## src/rtl/approx_mul_err_sweep_ctrl.sv

```systemverilog
// Walks an 8x8 approximate multiplier through every operand pair and accumulates
// error statistics (count, sum |ED|, signed bias, max |ED| and where it occurred).
module approx_mul_err_sweep_ctrl #(
   parameter int MUL_LAT = 0
) (
   input  logic        clk,
   input  logic        rst,
   input  logic        start,
   input  logic        abort,
   input  logic        pause,
   output logic        busy,
   output logic        done,
   output logic [7:0]  mul_x,
   output logic [7:0]  mul_y,
   input  logic [15:0] mul_z,
   output logic [16:0] err_cnt,
   output logic [31:0] sum_abs_err,
   output logic [32:0] sum_err,
   output logic [15:0] max_abs_err,
   output logic [7:0]  max_x,
   output logic [7:0]  max_y
);

   typedef enum logic [1:0] {IDLE, RUN, DRAIN, DONE} state_t;

   localparam logic [2:0] DRAIN_INIT = (MUL_LAT > 0) ? 3'(MUL_LAT - 1) : 3'd0;

   state_t      state, state_nx;
   logic        issue_v;
   logic [2:0]  drain_cnt;
   logic        do_start, do_issue, last_idx;
   logic        acc_v;
   logic [7:0]  acc_x, acc_y;
   logic [15:0] exact, abs_e;
   logic [16:0] diff;

   assign last_idx = ({mul_y, mul_x} == 16'hFFFF);
   assign busy     = (state == RUN) || (state == DRAIN);
   assign done     = (state == DONE);

   // NOTE: every output of this block gets a default before the case, so no path leaves a latch.
   always_comb begin
      state_nx = state;
      do_start = 1'b0;
      do_issue = 1'b0;
      case (state)
         IDLE, DONE: if (start) begin
            state_nx = RUN;
            do_start = 1'b1;
         end
         // index 65535 is issued in the cycle it sits in the operand registers
         RUN: if (last_idx) state_nx = (MUL_LAT == 0) ? DONE : DRAIN;
              else if (!pause) do_issue = 1'b1;
         DRAIN: if (drain_cnt == 3'd0) state_nx = DONE;
         default: state_nx = IDLE;
      endcase
      if (abort) begin
         state_nx = IDLE;
         do_start = 1'b0;
         do_issue = 1'b0;
      end
   end

   // NOTE: sequential state uses non-blocking assignments so all registers update from pre-edge values.
   always_ff @(posedge clk) begin
      if (rst) state <= IDLE;
      else     state <= state_nx;
   end

   always_ff @(posedge clk) begin
      if (rst) begin
         issue_v   <= 1'b0;
         mul_x     <= 8'd0;
         mul_y     <= 8'd0;
         drain_cnt <= 3'd0;
      end else begin
         issue_v <= do_start | do_issue;
         if (do_start)      {mul_y, mul_x} <= 16'd0;
         else if (do_issue) {mul_y, mul_x} <= {mul_y, mul_x} + 16'd1;
         if (state == RUN && state_nx == DRAIN)  drain_cnt <= DRAIN_INIT;
         else if (state == DRAIN && drain_cnt != 3'd0) drain_cnt <= drain_cnt - 3'd1;
      end
   end

   generate
      if (MUL_LAT == 0) begin : g_comb
         assign acc_v = issue_v;
         assign acc_x = mul_x;
         assign acc_y = mul_y;
      end else begin : g_pipe
         logic [MUL_LAT-1:0]       v_sr;
         logic [MUL_LAT-1:0][15:0] op_sr;

         always_ff @(posedge clk) begin
            if (rst || abort) v_sr <= '0;
            else begin
               v_sr[0] <= issue_v;
               for (int i = 1; i < MUL_LAT; i++) v_sr[i] <= v_sr[i-1];
            end
         end

         // NOTE: operand stages carry no reset; the valid bit beside them qualifies every use.
         always_ff @(posedge clk) begin
            op_sr[0] <= {mul_y, mul_x};
            for (int i = 1; i < MUL_LAT; i++) op_sr[i] <= op_sr[i-1];
         end

         assign acc_v          = v_sr[MUL_LAT-1];
         assign {acc_y, acc_x} = op_sr[MUL_LAT-1];
      end
   endgenerate

   assign exact = 16'(acc_x) * 16'(acc_y);
   assign diff  = {1'b0, mul_z} - {1'b0, exact};
   assign abs_e = diff[16] ? (exact - mul_z) : (mul_z - exact);

   always_ff @(posedge clk) begin
      if (rst || do_start) begin
         err_cnt     <= 17'd0;
         sum_abs_err <= 32'd0;
         sum_err     <= 33'd0;
         max_abs_err <= 16'd0;
         max_x       <= 8'd0;
         max_y       <= 8'd0;
      end else if (acc_v && !abort) begin
         err_cnt     <= err_cnt + {16'd0, |diff};
         sum_abs_err <= sum_abs_err + {16'd0, abs_e};
         sum_err     <= sum_err + {{16{diff[16]}}, diff};
         // strict compare keeps the earliest pair in sweep order
         if (abs_e > max_abs_err) begin
            max_abs_err <= abs_e;
            max_x       <= acc_x;
            max_y       <= acc_y;
         end
      end
   end

endmodule
```

## config.mk

```make
export PLATFORM = sky130hd
export DESIGN_NAME = approx_mul_err_sweep_ctrl
export DESIGN_NICKNAME = d
export VERILOG_FILES = /design/src/rtl/approx_mul_err_sweep_ctrl.sv
export SDC_FILE = /design/constraint.sdc
export NUM_CORES = 1
export LEC_CHECK = 0
export BUFFER_PORTS_ARGS = -buffer_cell sky130_fd_sc_hd__buf_2
export CAP_MARGIN = 15
export CORE_MARGIN = 2
export CORE_UTILIZATION = 25
export CTS_CLUSTER_DIAMETER = 150
export DETAILED_ROUTE_END_ITERATION = 8
export HOLD_SLACK_MARGIN = 0.08
export PLACE_DENSITY = 0.41
export SYNTH_ARGS = -nofsm -noshare
export SYNTH_HDL_FRONTEND = slang
export SYNTH_SLANG_ARGS = --single-unit
export TNS_END_PERCENT = 50
```

## constraint.sdc

```tcl
create_clock -name clk -period 13.6 [get_ports clk]
set_input_delay 2.72 -clock clk [delete_from_list [all_inputs] [get_ports clk]]
set_output_delay 2.72 -clock clk [all_outputs]
set_load 0.01 [all_outputs]
```

* Word-level counts from Yosys, hierarchy flattened
Cells that the tools add are included.
** Operators by class
- Add/subtract/negate cells :: 8
- Multipliers :: 1
- Divide/modulo/power cells :: 0
- Order comparisons :: 1
- Equal/unequal tests :: 5
- Shift operators :: 0
- Mux-type cells :: 13
- Bitwise gates (word level) :: 1
- Reduce and logical (&&, ||, !) cells :: 14
** Operator list (count)
- 33-bit adder :: 1
- 32-bit by 16-bit adder with 32-bit output :: 1
- 16-bit subtractor :: 2
- 17-bit by 1-bit adder with 17-bit output :: 1
- 17-bit OR reduction :: 1
- 16-bit by 16-bit subtractor with 17-bit output :: 1
- 16-bit by 1-bit adder with 16-bit output (second input constant) :: 1
- 16-bit equality test (second input constant) :: 1
- 16-bit > comparator :: 1
- 8-bit by 8-bit multiplier with 16-bit output :: 1
- 16-bit two-way mux :: 1
- 2-bit two-way mux :: 4
- 1-bit two-way mux :: 7
- 2-bit equality test (second input constant) :: 3
- 2-bit case mux with 3 select lines :: 1
- 2-bit OR reduction :: 3
- 1-bit logical AND :: 3
- 3-bit zero test :: 1
- 3-bit nonzero test :: 1
- 3-bit by 1-bit subtractor with 3-bit output (second input constant) :: 1
- 2-bit by 1-bit equality test with 1-bit output (second input constant) :: 1
- 2-bit zero test :: 1
- 1-bit logical OR :: 2
- 2-bit AND reduction :: 1
- other kinds (2) :: 2
** Storage, ports and cells
- Register bits :: 136
- Latch bits :: 0
- Bits in writable memories :: 0
- Memory bits (read-only) :: 0
- Input bits :: 21
- Output and inout bits :: 132
- Word-level logic and storage cells :: 54
- Memories kept :: 0

* Logic depth before layout (Yosys ltp)
Gate-level depths: netlist of run 1.
- Depth in word-level cells :: 7
- Depth in mapped cells :: 40
- Gate-level depth less buffers :: 36

* Worst setup path after synthesis of run 1
No wires, ideal clock.
- Path kind :: reg-to-reg
- From :: register mul_x[0]
- To :: register max_abs_err[1]
- Library setup time :: 128 ps
- Arrival :: 8545 ps
- Data required time :: 13472 ps
- Slack :: 4927 ps
- Stages on the path, launching flop included :: 37
- Buffers on the path :: 5
- Cells stage by stage :: dfxtp_1 clkbuf_1 nand2_1 fa_1 fa_1 inv_1 fa_1 inv_1 fa_1 inv_1 ha_1 a21oi_1 nor2b_1 o2111ai_1 nand2_1 nor2_1 xnor2_1 ha_1 clkbuf_1 and3_1 a211oi_1 a311o_1 a21o_1 buf_1 o211ai_1 o21ai_0 xor2_1 inv_1 ha_1 nand3_1 or4_1 nand3_1 o21a_1 clkbuf_1 clkbuf_1 mux2i_1 nor2_1
** Between the ends
- Cells in the longest elaborated chain, start to end :: 5
- Elaborated cells between the ends (all ways) :: 7
- Classes of those cells :: add/sub (3); mul (1); order compare (1); mux (1); reduce/logical (1)
** Ends and longest elaborated chain
- start, declared :: line 13 : output logic [7:0] mul_x,
- start signal, assigned :: line 79 : else if (do_issue) {mul_y, mul_x} <= {mul_y, mul_x} + 16'd1;
- 8-bit by 8-bit multiplier with 16-bit output * :: line 113 : assign exact = 16'(acc_x) * 16'(acc_y);
- 16-bit subtractor or 16-bit by 16-bit subtractor with 17-bit output (tied branches) :: line 115, 114
- 16-bit two-way mux * :: line 115 : assign abs_e = diff[16] ? (exact - mul_z) : (mul_z - exact);
- net abs_e[15] :: line 34 : logic [15:0] exact, abs_e;
- 16-bit > comparator * :: line 130 : if (abs_e > max_abs_err) begin
- 2-bit AND reduction (no line) *
- end signal, assigned :: line 131 : max_abs_err <= abs_e;
- end, declared :: line 19 : output logic [15:0] max_abs_err,
The timed path passes the listed nets; every way through them passes the cells marked *.
A chain may end at the register's enable or synchronous reset.

* Worst setup path after layout of run 1
- From :: register mul_x[4]
- To :: register sum_abs_err[19]
** Between the ends
- Cells in the longest elaborated chain, start to end :: 4
- Elaborated cells between the ends (all ways) :: 6
- Classes of those cells :: add/sub (4); mul (1); mux (1)
** Ends and longest elaborated chain
- 8-bit by 8-bit multiplier with 16-bit output * :: line 113
- 16-bit subtractor or 16-bit by 16-bit subtractor with 17-bit output (tied branches) :: line 115, 114
- 16-bit two-way mux * :: line 115
- net abs_e[4] :: line 34
- 32-bit by 16-bit adder with 32-bit output * :: line 127 : sum_abs_err <= sum_abs_err + {16'd0, abs_e};
- end signal, assigned :: line 127
- end, declared :: line 17 : output logic [31:0] sum_abs_err,
Marks and branches as above.

==> results of run 1 <==
[per-layer routing]
layer  vias up  part of all wire, %  global-route usage (%)
li1       5253                    -                       -
met1      4872                   48                   19.67
met2       156                   46                   23.50
met3        40                  4.5                   3.766
met4         4                  1.9                   4.800
met5         -                0.075                       0
[worst max-delay path by stage]
stage,end,slack (ns)
after floorplan,max_abs_err[1]$_SDFFE_PP0P_,4.93
after global placement,sum_abs_err[19]$_SDFFE_PP0P_,4.10
after detailed placement,sum_abs_err[31]$_SDFFE_PP0P_,3.91
after CTS,sum_abs_err[31]$_SDFFE_PP0P_,3.84
after global routing,sum_abs_err[22]$_SDFFE_PP0P_,3.10
final,sum_abs_err[19]$_SDFFE_PP0P_,3.88
[worst max-delay path: cells and delay by family (launching register included)]
family | cells | cell delay [ns]
compound gates | 11 | 3.00
xor+xnor | 2 | 0.26
fa+ha+maj | 7 | 3.14
buf+inv | 4 | 0.59
flops | 1 | 0.68
mux | 1 | 0.40
simple gates | 9 | 1.51
[flip-flops by register name (all words and copies together), names as in the netlist]
| name | count |
|---|---|
| sum_abs_err | 32 |
| mul_y | 8 |
| state | 2 |
| max_abs_err | 16 |
| max_y | 8 |
| mul_x | 8 |
| max_x | 8 |
| sum_err | 33 |
| drain_cnt | 3 |
| acc_v | 1 |
| err_cnt | 17 |
[per-stage QoR]
stage	hold slack [ns]	instance area, um2	setup WS, ns	std cells
after floorplan	0.4781	11740	4.927	1471
after global placement	0.4536	13080	4.104	2174
after detailed placement	0.4657	13080	3.907	2174
after CTS	0.4757	13640	3.842	2204
after global routing	0.5010	13640	3.103	2204
final	0.4723	13650	3.883	2206
[power groups by stage]
stage / sequential, mW / combinational [mW] / clock [mW]
5_1_grt: 0.408 / 0.223 / 0.501
3_5_place_dp: 0.417 / 0.200 / 0
2_1_floorplan: 0.417 / 0.140 / 0
6_report: 0.408 / 0.199 / 0.464
3_3_place_gp: 0.417 / 0.200 / 0
4_1_cts: 0.408 / 0.201 / 0.486
[final cells by class]
cell class / instances / area (um2)
clock inverters: 12 / 127.6
inverters: 140 / 525.5
flip-flops and latches: 136 / 2723
well taps: 607 / 759.5
fillers: 5043 / 32810
clock buffers: 18 / 429.2
diodes: 2 / 5.005
multi-input cells: 1132 / 8263
repair buffers: 159 / 813.3
[logic make-up (layout without fill, tap and decap cells)]
| logic type | after synthesis | after routing | synth area share [%] |
|---|---|---|---|
| other | 0 | 2 | 0 |
| AND/OR/NAND/NOR | 473 | 473 | 19.55 |
| XOR/XNOR | 112 | 112 | 8.354 |
| flip-flops | 136 | 136 | 23.19 |
| buffers and inverters | 203 | 329 | 6.606 |
| AO/OA/AOI/OAI | 327 | 327 | 17.10 |
| multiplexers | 39 | 39 | 3.356 |
| adder cells (fa/ha/maj) | 181 | 181 | 21.84 |
[cell usage in the layout, fill, tap and decap left out, drive strengths merged, types with 36 or more instances in the layout]
cell type / netlist / final
o21ai: 64 / 64
buf: 10 / 159
a21o: 39 / 39
xor2: 45 / 45
inv: 140 / 142
mux2i: 36 / 36
ha: 141 / 141
nand2: 141 / 141
fa: 40 / 40
xnor2: 67 / 67
and2: 65 / 65
a21oi: 120 / 120
nor2: 119 / 119
dfxtp: 136 / 136
==> results.cfg, run 1 <==
[synth]
syn_nets = 1673
yosysSeqAreaShare_pct = 23.19
yosysTopAreaCell = dfxtp_1
postSynthAreaPerCell_um2 = 7.983
synth_top_area_share_pct = 23.19
synth_common_cells = 141 x ha_1, 141 x nand2_1, 140 x inv_1
syn_inst = 1471
ys_types = 56
ys_seq_elements = 136
ys_top_cells_by_area = dfxtp_1 23%, ha_1 15%, fa_1 6.8%
synth_area_um2 = 11740
yosys_warnings = 0
async_flop_share_pct = 0
yosys_most_used_dff = dfxtp_1
synth-edff-count = 0

[timing]
tightest_slew_ns = 0.9108
timing.setup.tns_ns = 0
setup-violations-final = 0
fin_crit_ns = 9.717
slew_viol_final = 0
rsz0062_at_grt = false
hold_viol = 0
fin_crit_sh_pct = 71.45
fmax_mhz = 102.9
max-slew-margin-rel_pct = 39.00
skew_ns = 0.009571

[grt]
grt_start_max_net_pins = 56
grt_overflow = 0
grt_pass1_wl_mm = 55.21
antenna_found_initial = 2
grtUsageTotal_pct = 14.84
first_global_vias = 9837

[setup_path]
reg2reg_to = sum_abs_err[19]$_SDFFE_PP0P_
reg2reg_depth = 34
r2r_setup_slack_ns = 3.88
worst-path-max-fanout = 39
cp-start-kind = flop
path_class = reg -> reg
worst_path_most_repeated_cell = fa_1
slowest_delay_ns = 0.73
cp.arrival_ns = 10.06
startpoint = mul_x[4]$_SDFFE_PP0P_
end_kind = flop
cp.required_ns = 13.94
slowest_stage = a31oi_1
r2r_start = mul_x[4]$_SDFFE_PP0P_

[power]
power.net_switching_uw = 328.1
irDropWorstVdd_uv = 98.61
sequentialPowerShare_pct = 38.1
p_int_uw = 742.1
p_leak_nw = 6.224
switching_share_pct = 30.66
power_mw = 1.070
power_density_nw_per_um2 = 78.42
p_clk_share_pct = 43.3
comb_power_share_pct = 18.6

[routing]
drt_iter0_drc = 477
route.detailed.drc = 0
firstDrtPassIters = 5
drtAntennaViolNets = 0
wirelength_mm = 36.03
vias_per_cell = 4.680
post_drt_wl_per_cell_um = 16.33
vias = 10325

[die]
row_count = 79
pin_count = 153
die_h_um = 220.7
dieArea_um2 = 48720
die_w_um = 220.7
start_util_pct = 25.28
coreArea_um2 = 46460

[hold_path]
hold_end = sum_err[16]$_SDFFE_PP0P_
hp-class = reg -> reg
holdPathStages = 2
min_from = sum_err[16]$_SDFFE_PP0P_

[clock_tree]
clockRootBuffer = clkbuf_16
cts.clk_slew.worst_paths_ns = 0.06
cts_resized = 0
post-cts-setup-buffers = 0
cts_hold_buffers = 0
worst_skew_pair.late_latency_ns = 0.47
cts_buffer_depth = 2
cts_htree_levels = 4
cts_tree = yes
cts_sinks = 136
cts_buffers = 17

[place]
place_hpwl_mm = 28.11
gp_congestion = 0.8621
io_buffers = 152

[outcome]
run_status = finished clean

[layout]
fin_util_pct = 29.37
area_delta_synth_final_pct = 16.21
nNetsFinal = 1788
drive_gt1_share_pct = 12.84

[flow_run]
drv_cap = 0
Note: power is estimated with default switching activity, not from simulation.
==> run 2, diff against run 1 <==
ABC_AREA = 1   (was not set)
clock period = 10 ns   (was 13.6 ns; I/O delays follow)
==> run 2 against run 1 <==
Compared with the run above: register-to-register slack lost 2.4 ns; flip-flop and latch count did not move; cell area is 20% higher; die area grew 21%; hold slack gained 0.019 ns; worst setup slack got worse by 2.4 ns; final cell count grew 48%; critical path type unchanged.
==> results.cfg, run 2 <==
[outcome]
run_status = finished clean

[setup_path]
cp.arrival_ns = 8.89
cp.required_ns = 10.36
cp-start-kind = flop
slowest_stage = dfxtp_1
worst-path-max-fanout = 27
slowest_delay_ns = 0.71
reg2reg_depth = 39
cp.depth = 39
path_class = reg -> reg
worst_path_most_repeated_cell = nand2_1
crit_family = adder cells
r2r_setup_slack_ns = 1.47
end_kind = flop
crit_buf_inv = 9

[clock_tree]
cts_htree_levels = 4
cts_buffer_depth = 2
cts_hold_buffers = 0
cts_resized = 0
cts_sinks = 136
post-cts-setup-buffers = 0
worst_skew_pair.late_latency_ns = 0.49
cts_tree = yes
cts_buffers = 17
cts.clk_slew.worst_paths_ns = 0.07
clockRootBuffer = clkbuf_16

[flow_run]
drv_cap = 0

[timing]
tightest_slew_ns = 0.9207
setup-violations-final = 0
fin_crit_ns = 8.526
fmax_mhz = 117.3
slew_viol_final = 0
rsz0062_at_grt = false
fin_crit_sh_pct = 85.26
timing.setup.tns_ns = 0
skew_ns = 0.009008
hold_viol = 0
max-slew-margin-rel_pct = 38.24

[synth]
synth_simple_gate_area_share_pct = 35.66
synth_top_area_share_pct = 19.26
synth-edff-count = 0
postSynthAreaPerCell_um2 = 6.005
yosysMostFrequentCell = nand2_1
synth_xor_area_share_pct = 3.499
yosys_warnings = 0
ys_top_cells_by_area = nand2_1 19%, dfxtp_1 19%, inv_1 13%
yosysSeqAreaShare_pct = 19.08
yosysTopAreaCell = nand2_1
ys_seq_elements = 136
yosys_most_used_dff = dfxtp_1
synth_compound_area_share_pct = 8.681
ys_types = 50
syn_nets = 2578
synth_top_family_by_area = simple AND/OR/NAND/NOR gates
synthMuxAreaShare_pct = 0
syn_inst = 2376
synth_common_cells = 732 x nand2_1, 479 x inv_1, 276 x nor2_1
async_flop_share_pct = 0
synth_fa_ha_area_share_pct = 17.98
synth_area_um2 = 14270

[layout]
top_regs = sum_err (33), sum_abs_err (32), err_cnt (17)
final_cell_mix = 732 x nand2_1, 478 x inv_1, 275 x nor2_1, 152 x buf_2, 141 x ha_1
nNetsFinal = 2696
drive_gt1_share_pct = 10.57
largest_reg_flops = 33
area_delta_synth_final_pct = 14.31
fin_util_pct = 28.93
n_fill_cell = 6537
final_common_cell = nand2_1
largest_register = sum_err

[routing]
post_drt_wl_per_cell_um = 14.86
wirelength_mm = 48.51
vias = 14328
vias_per_cell = 4.390
firstDrtPassIters = 7
drt_iter0_drc = 730
drtAntennaViolNets = 0
route.detailed.drc = 0

[place]
io_buffers = 152
place_hpwl_mm = 39.18
gp_congestion = 0.8754

[grt]
grt_pass1_wl_mm = 75.93
grt_overflow = 0
first_global_vias = 13786
antenna_found_initial = 3
grtUsageTotal_pct = 16.59
grt_start_max_net_pins = 74

[die]
die_h_um = 242.9
row_count = 87
die_w_um = 242.9
pin_count = 153
start_util_pct = 25.31
coreArea_um2 = 56390
dieArea_um2 = 59000

[power]
irDropWorstVdd_uv = 143.9
p_leak_nw = 9.418
power_density_nw_per_um2 = 95.89

[hold_path]
hp-class = reg -> reg
holdPathStages = 2
[run 2: area by class of cell]
class	count	area (um2)	share of cell area, %
multi-input combinational	1691	9399	57.63
inverter	490	1842	11.29
clock buffer	18	429.2	2.631
sequential	136	2723	16.69
tap	756	945.9	5.799
clock inverter	14	163.9	1.005
antenna	1	2.502	0.01534
timing repair buffer	158	805.8	4.940
[run 2: cells by family after synthesis]
group / count (synthesis)
xor gates and xnor gates: 57
adders and majority gates: 181
AOI/OAI and AO/OA: 222
and+or+nand+nor: 1231
DFF: 136
buffers and inverters: 549
[run 2: metrics by stage]
stage | area [um2] | total power [mW] | hold slack, ns | setup WS, ns | std cells
finish | 16310 | 1.564 | 0.4911 | 1.474 | 3264
CTS | 16310 | 1.598 | 0.4919 | 1.449 | 3263
global placement | 15720 | 0.9099 | 0.4666 | 1.633 | 3231
global route | 16310 | 1.663 | 0.5172 | 0.8038 | 3264
floorplan | 14270 | 0.8074 | 0.4942 | 3.056 | 2376
detailed placement | 15720 | 0.9110 | 0.4734 | 1.533 | 3231
[run 2: layer usage]
layer	vias up	part of all wire (%)	global-route usage (%)
li1	7445	-	-
met1	6546	45	20.29
met2	270	47	27.82
met3	63	6.1	4.721
met4	4	2.5	5.612
met5	-	0.047	0
[run 2: final timing paths]
check	to	start
worst max register to register	max_abs_err[6]$_SDFFE_PP0P_	mul_x[3]$_SDFFE_PP0P_
worst min-delay path	max_x[7]$_SDFFE_PP0P_	max_x[7]$_SDFFE_PP0P_
worst max-delay path	max_abs_err[6]$_SDFFE_PP0P_	mul_x[3]$_SDFFE_PP0P_
worst min register to register	max_x[7]$_SDFFE_PP0P_	max_x[7]$_SDFFE_PP0P_
[run 2: report_power, final]
part | switching, mW | leakage [nW] | internal (mW)
combinational | 0.228 | 8.04 | 0.104
sequential | 0.0110 | 1.10 | 0.553
clock | 0.297 | 0.280 | 0.371
total | 0.536 | 9.42 | 1.03
[run 2: worst reg2reg max path: cells and delay by family, from the launching register on]
| family | cells | cell delay (ns) |
|---|---|---|
| DFF | 1 | 0.71 |
| buffers and inverters | 9 | 1.51 |
| adders and majority gates | 7 | 3.10 |
| and+or+nand+nor | 19 | 2.40 |
| AOI/OAI and AO/OA | 4 | 0.71 |
==> run 3, diff against run 2 <==
ABC_AREA = not set   (was 1)
==> run 3 against run 2 <==
Compared with the run above: power is 5.9% lower; final cell count decreased by 32%; register-to-register slack worse by 0.69 ns; die area decreased by 17%; via count decreased by 27%; largest cell class unchanged; highest routed layer unchanged.
==> results.cfg, run 3 (synthesized netlist as in run 1, its figures left out) <==
[layout]
top_regs = sum_err (33), sum_abs_err (32), err_cnt (17)
area_delta_synth_final_pct = 17.26
largest_register = sum_err
largest_reg_flops = 33
nNetsFinal = 1796
n_fill_cell = 5023
final_common_cell = buf_2
drive_gt1_share_pct = 13.81
final_cell_mix = 152 x buf_2, 141 x ha_1, 140 x inv_1, 140 x nand2_1, 132 x dfxtp_1
fin_util_pct = 29.64

[place]
io_buffers = 152
pre_cts_ws_ns = 0.5285
gp_congestion = 0.8792
place_hpwl_mm = 28.15

[hold_path]
min_from = sum_err[28]$_SDFFE_PP0P_
holdPathStages = 2
hold_end = sum_err[28]$_SDFFE_PP0P_
hp-class = reg -> reg

[grt]
antenna_found_initial = 3
grt_start_max_net_pins = 56
grt_overflow = 0
grtUsageTotal_pct = 14.76
grt_pass1_wl_mm = 55.44
first_global_vias = 9978

[power]
power_density_nw_per_um2 = 106.9
irDropWorstVdd_uv = 122.1
p_leak_nw = 6.294

[flow_run]
drv_cap = 0

[timing]
setup-violations-final = 0
fmax_mhz = 108.5
tightest_slew_ns = 0.7130
hold_viol = 0
max-slew-margin-rel_pct = 52.46
slew_viol_final = 0
fin_crit_ns = 9.218
skew_ns = 0.01017
timing.setup.tns_ns = 0
fin_crit_sh_pct = 92.18
fin_ws_ns = 0.7821
rsz0062_at_grt = false

[setup_path]
r2r_start = mul_y[2]$_SDFFE_PP0P_
path_class = reg -> reg
slowest_delay_ns = 0.61
worst_path_most_repeated_cell = fa_1
slowest_stage = dfxtp_1
crit_family = adder cells
cp.arrival_ns = 9.53
cp-start-kind = flop
end_kind = flop
reg2reg_to = sum_abs_err[31]$_SDFFE_PP0P_
worst-path-max-fanout = 22
cp.required_ns = 10.32
r2r_setup_slack_ns = 0.78
crit_buf_inv = 4
reg2reg_depth = 34

[clock_tree]
cts_tree = yes
cts_buffer_depth = 2
cts_buffers = 17
cts.clk_slew.worst_paths_ns = 0.06
worst_skew_pair.late_latency_ns = 0.45
cts_htree_levels = 4
post-cts-setup-buffers = 0
clockRootBuffer = clkbuf_16
cts_sinks = 136

[routing]
vias = 10469
route.detailed.drc = 0
post_drt_wl_per_cell_um = 16.30
vias_per_cell = 4.724
wirelength_mm = 36.12
drt_iter0_drc = 572
firstDrtPassIters = 5
drtAntennaViolNets = 0

[die]
start_util_pct = 25.28
coreArea_um2 = 46460
row_count = 79
die_w_um = 220.7
dieArea_um2 = 48720
die_h_um = 220.7
pin_count = 153

[outcome]
run_status = finished clean
run 3: cell types whose count changed in the layout (fill, tap and decap cells not counted), moves of 20 or more:
cell	delta
a21o_1	+36
inv_1	-338
and2_1	+62
nand3_1	-86
a31oi_1	+20
nand2_1	-592
xnor2_1	+52
nor2_1	-156
mux2i_1	+36
run 3: layout make-up:
class,instances,area (um2),area share [%]
Clock inverter,13,137.6,0.9995
Timing Repair Buffer,167,885.9,6.433
Sequential cell,136,2728,19.81
Antenna cell,2,5.005,0.03635
Multi-Input combinational cell,1132,8275,60.10
Clock buffer,19,452.9,3.289
Inverter,140,525.5,3.816
Tap cell,607,759.5,5.516
run 3: worst register-to-register path, delay by kind of cell (launching register included):
| kind | cells | cell delay (ns) |
|---|---|---|
| xor gates and xnor gates | 2 | 0.32 |
| adders and majority gates | 7 | 3.06 |
| and+or+nand+nor | 10 | 2.02 |
| AOI/OAI and AO/OA | 11 | 2.59 |
| buffers and inverters | 4 | 0.48 |
| DFF | 1 | 0.61 |
run 3: how the worst max path moves through the flow:
stage	cells after the start	from	end	slack [ns]
floorplan	36	mul_x[0]$_SDFFE_PP0P_	max_abs_err[1]$_SDFFE_PP0P_	1.33
global placement	33	mul_x[4]$_SDFFE_PP0P_	sum_abs_err[31]$_SDFFE_PP0P_	0.67
detailed placement	34	mul_x[4]$_SDFFE_PP0P_	sum_abs_err[31]$_SDFFE_PP0P_	0.53
CTS	34	mul_x[4]$_SDFFE_PP0P_	sum_abs_err[31]$_SDFFE_PP0P_	0.48
global route	36	mul_x[2]$_SDFFE_PP0P_	sum_abs_err[19]$_SDFFE_PP0P_	0.1
finish	34	mul_y[2]$_SDFFE_PP0P_	sum_abs_err[31]$_SDFFE_PP0P_	0.78
run 3: report_power, final:
part | leakage (nW) | switching, mW | total, mW | internal [mW]
clock network | 0.284 | 0.283 | 0.645 | 0.362
registers | 1.10 | 0.00664 | 0.555 | 0.548
logic | 4.91 | 0.173 | 0.272 | 0.0999
run 3: timing repair:
action | in CTS | in global routing
hold buffers | 0 | 0
endpoints found under the setup margin | 0 | 13
gates resized for setup | 0 | 6
run 3: metal layers:
layer,GRT usage [%],wire (um),vias up
met3,2.502,1396,31
met5,0,13,-
li1,-,-,5276
met4,4.378,625,2
met1,19.91,17300,4977
met2,24.05,16780,183
run 3: per-stage QoR:
| stage | area (um2) | std cells | power, mW | hold WS, ns |
|---|---|---|---|---|
| 2_1_floorplan | 11740 | 1471 | 0.7576 | 0.4781 |
| 3_3_place_gp | 13160 | 2182 | 0.8401 | 0.4524 |
| 3_5_place_dp | 13160 | 2182 | 0.8403 | 0.4662 |
| 4_1_cts | 13750 | 2214 | 1.502 | 0.4761 |
| 5_1_grt | 13760 | 2214 | 1.549 | 0.4968 |
| 6_report | 13770 | 2216 | 1.472 | 0.4713 |
